File: src/rtl/multicycle_controller_if.sv
// Control/handshake bundle between the multi-cycle FSM and its datapath + memory.
// master = controller side, slave = datapath/memory side.
interface multicycle_controller_if;
  logic [6:0] op;
  logic       zero;
  logic       memReady;
  logic       memReq;
  logic       memWrite;
  logic       adrSrc;
  logic       irWrite;
  logic       pcWrite;
  logic       regWrite;
  logic [1:0] resultSrc;
  logic [1:0] aluSrcA;
  logic [1:0] aluSrcB;
  logic [1:0] aluOp;
  logic [1:0] immSrc;
  logic       retire;
  logic       fault;
  logic [3:0] state;

  modport master (
    input  op, zero, memReady,
    output memReq, memWrite, adrSrc, irWrite, pcWrite, regWrite,
           resultSrc, aluSrcA, aluSrcB, aluOp, immSrc, retire, fault, state
  );

  modport slave (
    output op, zero, memReady,
    input  memReq, memWrite, adrSrc, irWrite, pcWrite, regWrite,
           resultSrc, aluSrcA, aluSrcB, aluOp, immSrc, retire, fault, state
  );
endinterface

File: src/rtl/multicycle_controller.sv
// Multi-cycle RV32I-subset control FSM: 1-cycle-per-state sequencing, memory states stall on memReady.
// Bounded memory wait (WAIT_MAX low cycles tolerated); illegal opcode or timeout -> sticky FAULT.
module multicycle_controller #(
  parameter int WAIT_MAX = 15,
  parameter int CNT_W    = 4
) (
  input  logic                    clk,
  input  logic                    rst_n,
  multicycle_controller_if.master bus
);

  typedef enum logic [3:0] {
    S_FETCH    = 4'd0,
    S_DECODE   = 4'd1,
    S_MEMADR   = 4'd2,
    S_MEMREAD  = 4'd3,
    S_MEMWRITE = 4'd4,
    S_MEMWB    = 4'd5,
    S_EXECR    = 4'd6,
    S_EXECI    = 4'd7,
    S_ALUWB    = 4'd8,
    S_BEQ      = 4'd9,
    S_FAULT    = 4'd15
  } state_t;

  localparam logic [6:0] OP_LW  = 7'b0000011;
  localparam logic [6:0] OP_SW  = 7'b0100011;
  localparam logic [6:0] OP_R   = 7'b0110011;
  localparam logic [6:0] OP_I   = 7'b0010011;
  localparam logic [6:0] OP_BEQ = 7'b1100011;

  typedef struct packed {
    logic       mem_req;
    logic       mem_write;
    logic       adr_src;
    logic       reg_write;
    logic [1:0] result_src;
    logic [1:0] alu_src_a;
    logic [1:0] alu_src_b;
    logic [1:0] alu_op;
    logic       retire;
    logic       fault;
    logic       in_fetch;
    logic       in_beq;
    logic       in_memwr;
  } ctl_t;

  // Moore output table; handshake-dependent strobes are gated outside the register.
  function automatic ctl_t ctl_for(state_t s);
    ctl_t c;
    c = '0;
    case (s)
      S_FETCH:    begin c.mem_req = 1'b1; c.alu_src_b = 2'b10; c.result_src = 2'b10; c.in_fetch = 1'b1; end
      S_DECODE:   begin c.alu_src_a = 2'b01; c.alu_src_b = 2'b01; end
      S_MEMADR:   begin c.alu_src_a = 2'b10; c.alu_src_b = 2'b01; end
      S_MEMREAD:  begin c.mem_req = 1'b1; c.adr_src = 1'b1; end
      S_MEMWRITE: begin c.mem_req = 1'b1; c.mem_write = 1'b1; c.adr_src = 1'b1; c.in_memwr = 1'b1; end
      S_MEMWB:    begin c.result_src = 2'b01; c.reg_write = 1'b1; c.retire = 1'b1; end
      S_EXECR:    begin c.alu_src_a = 2'b10; c.alu_op = 2'b10; end
      S_EXECI:    begin c.alu_src_a = 2'b10; c.alu_src_b = 2'b01; c.alu_op = 2'b10; end
      S_ALUWB:    begin c.reg_write = 1'b1; c.retire = 1'b1; end
      S_BEQ:      begin c.alu_src_a = 2'b10; c.alu_op = 2'b01; c.in_beq = 1'b1; c.retire = 1'b1; end
      S_FAULT:    c.fault = 1'b1;
      default:    c.fault = 1'b1;
    endcase
    return c;
  endfunction

  state_t           r_state;
  state_t           w_next;
  logic [CNT_W-1:0] r_cnt;
  logic [CNT_W-1:0] w_cnt_next;
  ctl_t             r_ctl;
  logic             w_wait_state;
  logic             w_timeout;

  always_comb begin
    w_wait_state = (r_state == S_FETCH) || (r_state == S_MEMREAD) || (r_state == S_MEMWRITE);
    // A response on the limit cycle still wins over the timeout.
    w_timeout    = w_wait_state && !bus.memReady && (r_cnt == CNT_W'(WAIT_MAX));
  end

  always_comb begin
    w_next = r_state;
    case (r_state)
      S_FETCH:    if (bus.memReady) w_next = S_DECODE; else if (w_timeout) w_next = S_FAULT;
      S_DECODE: begin
        case (bus.op)
          OP_LW, OP_SW: w_next = S_MEMADR;
          OP_R:         w_next = S_EXECR;
          OP_I:         w_next = S_EXECI;
          OP_BEQ:       w_next = S_BEQ;
          default:      w_next = S_FAULT;
        endcase
      end
      S_MEMADR:   w_next = (bus.op == OP_LW) ? S_MEMREAD : S_MEMWRITE;
      S_MEMREAD:  if (bus.memReady) w_next = S_MEMWB; else if (w_timeout) w_next = S_FAULT;
      S_MEMWRITE: if (bus.memReady) w_next = S_FETCH; else if (w_timeout) w_next = S_FAULT;
      S_MEMWB, S_ALUWB, S_BEQ: w_next = S_FETCH;
      S_EXECR, S_EXECI:        w_next = S_ALUWB;
      S_FAULT:    w_next = S_FAULT;
      default:    w_next = S_FAULT;
    endcase
  end

  always_comb begin
    w_cnt_next = r_cnt;
    if (w_next != r_state)
      w_cnt_next = '0;
    else if (w_wait_state && !bus.memReady && (r_cnt != {CNT_W{1'b1}}))
      w_cnt_next = r_cnt + 1'b1;
  end

  always_ff @(posedge clk or negedge rst_n) begin
    if (!rst_n) begin
      r_state <= S_FETCH;
      r_cnt   <= '0;
      r_ctl   <= ctl_for(S_FETCH);
    end else begin
      r_state <= w_next;
      r_cnt   <= w_cnt_next;
      r_ctl   <= ctl_for(w_next);
    end
  end

  // memReq is masked by reset so an in-flight access is withdrawn immediately.
  assign bus.memReq    = r_ctl.mem_req & rst_n;
  assign bus.memWrite  = r_ctl.mem_write;
  assign bus.adrSrc    = r_ctl.adr_src;
  assign bus.irWrite   = r_ctl.in_fetch & bus.memReady;
  assign bus.pcWrite   = (r_ctl.in_fetch & bus.memReady) | (r_ctl.in_beq & bus.zero);
  assign bus.regWrite  = r_ctl.reg_write;
  assign bus.resultSrc = r_ctl.result_src;
  assign bus.aluSrcA   = r_ctl.alu_src_a;
  assign bus.aluSrcB   = r_ctl.alu_src_b;
  assign bus.aluOp     = r_ctl.alu_op;
  assign bus.immSrc    = (bus.op == OP_SW) ? 2'b01 : (bus.op == OP_BEQ) ? 2'b10 : 2'b00;
  assign bus.retire    = r_ctl.retire | (r_ctl.in_memwr & bus.memReady);
  assign bus.fault     = r_ctl.fault;
  assign bus.state     = r_state;

endmodule
File: src/flat_wrapper.sv
// flat-port wrapper written by rule: the top's interface ports become plain ports
module multicycle_controller_flat 
#(
  parameter int WAIT_MAX = 15,
  parameter int CNT_W    = 4
)
  (clk, rst_n, bus_op, bus_zero, bus_memReady, bus_memReq, bus_memWrite, bus_adrSrc, bus_irWrite, bus_pcWrite, bus_regWrite, bus_resultSrc, bus_aluSrcA, bus_aluSrcB, bus_aluOp, bus_immSrc, bus_retire, bus_fault, bus_state);
  multicycle_controller_if bus_i ();
  input  logic clk;
  input  logic rst_n;
  input wire logic [$bits(bus_i.op)-1:0] bus_op;
  input wire logic [$bits(bus_i.zero)-1:0] bus_zero;
  input wire logic [$bits(bus_i.memReady)-1:0] bus_memReady;
  output wire logic [$bits(bus_i.memReq)-1:0] bus_memReq;
  output wire logic [$bits(bus_i.memWrite)-1:0] bus_memWrite;
  output wire logic [$bits(bus_i.adrSrc)-1:0] bus_adrSrc;
  output wire logic [$bits(bus_i.irWrite)-1:0] bus_irWrite;
  output wire logic [$bits(bus_i.pcWrite)-1:0] bus_pcWrite;
  output wire logic [$bits(bus_i.regWrite)-1:0] bus_regWrite;
  output wire logic [$bits(bus_i.resultSrc)-1:0] bus_resultSrc;
  output wire logic [$bits(bus_i.aluSrcA)-1:0] bus_aluSrcA;
  output wire logic [$bits(bus_i.aluSrcB)-1:0] bus_aluSrcB;
  output wire logic [$bits(bus_i.aluOp)-1:0] bus_aluOp;
  output wire logic [$bits(bus_i.immSrc)-1:0] bus_immSrc;
  output wire logic [$bits(bus_i.retire)-1:0] bus_retire;
  output wire logic [$bits(bus_i.fault)-1:0] bus_fault;
  output wire logic [$bits(bus_i.state)-1:0] bus_state;
  assign bus_i.op = bus_op;
  assign bus_i.zero = bus_zero;
  assign bus_i.memReady = bus_memReady;
  assign bus_memReq = bus_i.memReq;
  assign bus_memWrite = bus_i.memWrite;
  assign bus_adrSrc = bus_i.adrSrc;
  assign bus_irWrite = bus_i.irWrite;
  assign bus_pcWrite = bus_i.pcWrite;
  assign bus_regWrite = bus_i.regWrite;
  assign bus_resultSrc = bus_i.resultSrc;
  assign bus_aluSrcA = bus_i.aluSrcA;
  assign bus_aluSrcB = bus_i.aluSrcB;
  assign bus_aluOp = bus_i.aluOp;
  assign bus_immSrc = bus_i.immSrc;
  assign bus_retire = bus_i.retire;
  assign bus_fault = bus_i.fault;
  assign bus_state = bus_i.state;
  multicycle_controller #(.WAIT_MAX(WAIT_MAX), .CNT_W(CNT_W)) u_core (.clk(clk), .rst_n(rst_n), .bus(bus_i));
endmodule
File: config.mk
export PLATFORM = sky130hd
export DESIGN_NAME = multicycle_controller_flat
export DESIGN_NICKNAME = d
export VERILOG_FILES = /design/src/rtl/multicycle_controller_if.sv /design/src/rtl/multicycle_controller.sv /design/src/flat_wrapper.sv
export SDC_FILE = /design/constraint.sdc
export NUM_CORES = 1
export LEC_CHECK = 0
export CAP_MARGIN = 10
export CORE_MARGIN = 1.5
export CORE_UTILIZATION = 49
export CTS_CLUSTER_DIAMETER = 150
export DETAILED_ROUTE_END_ITERATION = 10
export PLACE_DENSITY = 0.79
export SYNTH_ARGS = -nofsm -noshare
export SYNTH_HDL_FRONTEND = slang
export SYNTH_SLANG_ARGS = --single-unit
File: constraint.sdc
create_clock -name clk -period 5.9 [get_ports clk]
set_clock_uncertainty 0.05 [all_clocks]
set_input_delay 0.885 -clock clk [delete_from_list [all_inputs] [get_ports clk]]
set_output_delay 0.885 -clock clk [all_outputs]
set_load 0.01 [all_outputs]
Word level (Yosys, flattened, before mapping)
Cells that the tools add are included.

Register bits: 24. Output and inout bits: 22.

Add/sub/neg operators: 1. Bitwise gates (word level): 6. Reduce and logical (&&, ||, !) cells: 20. Muxes and demuxes: 23. Equality and inequality tests: 26.

Operators by type and width (number): $eq A4 B3 Y1 const B (8); $pmux W4 S7 (1); $mux W4 (6); $eq A4 B4 Y1 const B (5); $eq A4 B2 Y1 const B (4); $pmux W2 S2 (4); $pmux W4 S4 (1); $eq A7 B6 Y1 const B (2); $reduce_or A3 Y1 (4); $reduce_or A10 Y1 (1); $reduce_or A2 Y1 (5); $eq A4 B1 Y1 const B (2); $logic_not A4 Y1 (2); $mux W1 (8); $eq A7 B2 Y1 const B (1); $eq A7 B5 Y1 const B (1); $eq A7 B7 Y1 const B (1); $add A4 B1 Y4 const B (1); $and A1 B1 Y1 (4); $mux W2 (2); $ne A4 B4 Y1 (1); $ne A4 B4 Y1 const B (1); $reduce_or A4 Y1 (1); $logic_and A1 B1 Y1 (3); 5 further kinds (7).

Depth between registers and ports, before layout
Depth after elaboration: 11. Gate-level depth with buffers: 8. Mapped depth without buffers: 8.

Worst setup path after synthesis
OpenSTA, ideal clock, no wires.

Path kind: input port to output port. Start point: input port bus_op[2]. End point: output port bus_immSrc[1]. Stages: 2. Data required time: 4965 ps. Arrival time: 1673 ps. Path slack: 3292 ps. Cells stage by stage: nand4bb_1 -> nor4_1.

Cells in the longest elaborated chain, start to end: 3. Elaborated cells on any way between the ends: 4. Those cells by class: 2 x eq/ne; 2 x mux.

Ends and longest elaborated chain: start, declared (RTL line flat_wrapper.sv:11) `input wire logic [$bits(bus_i.op)-1:0] bus_op;`; $eq A7 B7 Y1 (RTL line multicycle_controller.sv:137) `assign bus.immSrc = (bus.op == OP_SW) ? 2'b01 : (bus.op == OP_BEQ) ? 2'b10 : 2'b00;`; $mux W2 (RTL line multicycle_controller.sv:137); $mux W2 * (RTL line multicycle_controller.sv:137); end, declared (RTL line flat_wrapper.sv:24) `output wire logic [$bits(bus_i.immSrc)-1:0] bus_immSrc;`.

Mark *: on every way between the ends. The rest lies on a longest branch, timed or not.

Worst setup path in the final report
Same ends and word-level chain as after synthesis.

==> reports/metrics.csv <==
metric;value;unit
MaxCap Viol Count;0;
Tmin final;3.62;ns
Final nets;181;
Tcrit/Tclk final;61.4;%
Port Buffers;32;
synth cell count leaders;20 x dfrtp_1, 11 x nor2_1, 11 x nor3_1, 9 x nand2_1;
Slew Viols, Final;0;
most frequent cell on the critical path;clkdlybuf4s50_1;
via count;1199;
Post-DP Area;0.00166;mm^2
Die Height;56.0;um
R2R setup slack;3.23;ns
CTS tree;built;
sequential fraction of the synthesis area;44.1;%
Design Area, Final;0.00172;mm^2
count of cell types in the netlist;52;
Final ANT Viol Nets;0;
combinational share of power;4.9;%
Synth Register Bits;24;
share of layout cells above drive strength 1;10.7;%
Util after Layout;63.3;%
critical path arrival;2.69;ns
most frequent cell after synthesis;dfrtp_1;
Finished Layout Cells;199;
Initial Utilization;50.7;%
CORE AREA;0.00271;mm^2
DRT Pass-1 Iters;4;
Max Clock Freq;276;MHz
Yosys Warn Count;0;
GPL Wtd Cong;0.904;
NetSw;0.0541;mW
Syn Area/Cell;9.61;um^2
Worst Setup SP;bus_op[2];
syn nets;155;
Max-slew headroom;52.3;%
CTS Root Cell;clkbuf_4;
CP cell instances;clkdlybuf4s50_1, nand4bb_1, nor4_1, clkdlybuf4s50_1;
min-delay src;u_core.r_cnt[1]$_DFFE_PN0P_;
worst skew pair latency;0.31;ns
Worst setup EP type;output port;
Fin. Hold Viols;0;
startpoint types;input pin;
Layout area overhead;24.9;%
hold crit path type;reg2reg;
via/cell ratio;6.03;
# setup viols final;0;
Internal;0.241;mW
clock power share;39.3;%
dpl cells;195;
CP Max Fanout;5;
clock buffer count from CTS;3;
htree depth;1;
pin count of the biggest net entering global routing;26;
Sw Share;18.3;%
pwr/cell area;172;mW/mm^2
CP Class;in2out;
Tightest Pin Transition;0.716;ns
vias in the first global route;1147;
top cells by area, synth;dfrtp_1 36%, dfstp_2 7.7%, buf_4 4.4%;
total wire length;3060;um
Post-synth EDFFs;0;
status;completed;
top-area cell type share of the netlist area;36.4;%
die area;0.00313;mm^2
Mapped Area;0.00137;mm^2
VDD IR-drop max;0.000190;V
Synth Instances;143;
largest area contributor in the netlist;dfrtp_1;
clock buffer depth;2;
clock-pin slew on the worst setup and hold paths;0.12;ns
Leak;0.727;nW
GRT Overall Usage;21.6;%
number of setup buffers added after CTS;0;
Sum Neg Setup Slack;0;ns
CP Buf/Inv Count;2;
total inserted antenna cells;0;
reg2reg start;u_core.r_cnt[0]$_DFFE_PN0P_;
I/O Pins;33;
initial antenna violation count;0;
hold buffer count at CTS;0;
unrepaired setup endpoints after global routing;no;
slowest CP cell;clkdlybuf4s50_1;
First DRT Iteration DRCs;49;
DRC Markers;0;
Wirelength per Cell;15.4;um
GRT overflow;0;
Tot Pwr;0.295;mW
FFs w/ async S/R, synth;100;%
CP max stage delay;0.64;ns
CP top delay family;buffers and inverters;
first-pass GRT wire length;5370;um
Post-DP HPWL;2370;um
ys flop type;dfrtp_1;
part of the power in registers;55.8;%
required time of the critical path;4.97;ns
CTS resizes;0;
CTS Sinks;24;
# rows;19;
Die Width;56.0;um
[path summary, 6_finish.rpt]
path | endpoint | cells past startpoint
setup / recovery | bus_immSrc[1] | 4
hold / removal | u_core.r_cnt[1]$_DFFE_PN0P_ | 2
setup reg to reg | u_core.r_cnt[2]$_DFFE_PN0P_ | 6
hold reg to reg | u_core.r_cnt[1]$_DFFE_PN0P_ | 2
max in group asynchronous | u_core.r_ctl[2]$_DFF_PN1_ | 2
min in group asynchronous | u_core.bus.regWrite$_DFF_PN0_ | 2
[cell usage in the layout, fill, tap and decap left out, types with 2 or more instances in the layout]
cell	count
nand2_1	9
a21oi_1	5
nor4bb_1	2
o21a_1	2
o211ai_1	4
dfrtp_1	20
clkdlybuf4s50_1	32
o21ai_0	8
nor3_1	11
dfstp_2	4
and3_1	2
a21o_1	3
clkbuf_4	3
nor4_1	2
inv_1	6
nor3b_1	2
nor2_1	11
and2_1	2
nand3_1	4
nor3_2	3
[power groups by stage]
stage / clock, mW / sequential, mW / combinational, mW
floorplan: 0 / 0.168 / 0.00209
global route: 0.124 / 0.165 / 0.0159
CTS: 0.118 / 0.165 / 0.0147
detailed placement: 0 / 0.168 / 0.0146
finish: 0.116 / 0.165 / 0.0144
global placement: 0 / 0.168 / 0.0141
[stage by stage]
stage               hold slack (ns)  setup slack, ns
global route                  0.651             2.17
global placement              0.531             2.35
CTS                           0.602             2.28
floorplan                     0.504             3.29
finish                        0.601             2.28
detailed placement            0.584             2.26
[cell type report]
type / count / area, um^2
Clock buffer: 3 / 22.5
Clock inverter: 1 / 30.0
Fill cell: 232 / 995
Inverter: 8 / 30.0
Multi-Input combinational cell: 99 / 661
Sequential cell: 24 / 606
Tap cell: 31 / 38.8
Timing Repair Buffer: 33 / 328
[cell families after synthesis]
kind of cell    Yosys count  synth area share (%)
buf+inv                  20                  7.83
xor+xnor                  2                  1.28
compound gates           34                  18.1
simple gates             60                  26.2
mux                       2                  1.55
flops                    24                  44.1
fa+ha+maj                 1                 0.911
[state kept, by name (all words and copies together) (netlist names), 2 cells and up]
register / cells
u_core.bus.resultSrc: 2
u_core.bus.aluSrcA: 2
u_core.r_ctl: 4
u_core.r_cnt: 4
u_core.bus.aluOp: 2
u_core.bus.state: 4
u_core.bus.aluSrcB: 2
[layer usage]
metal / track usage, % / vias to the layer above / share of wire, %
met5: 0 / - / 0
met3: 4.42 / 2 / 3.4
met2: 37.6 / 27 / 53
met1: 27.8 / 599 / 43
li1: - / 571 / -
met4: 4.76 / 0 / 0.42
[tightest hold or removal path: cells and delay by family (launching register included)]
family,cells,cell delay (ns)
flops,1,0.42
mux,1,0.14
simple gates,1,0.06
No activity file was read; power rests on OpenSTA's default activity.
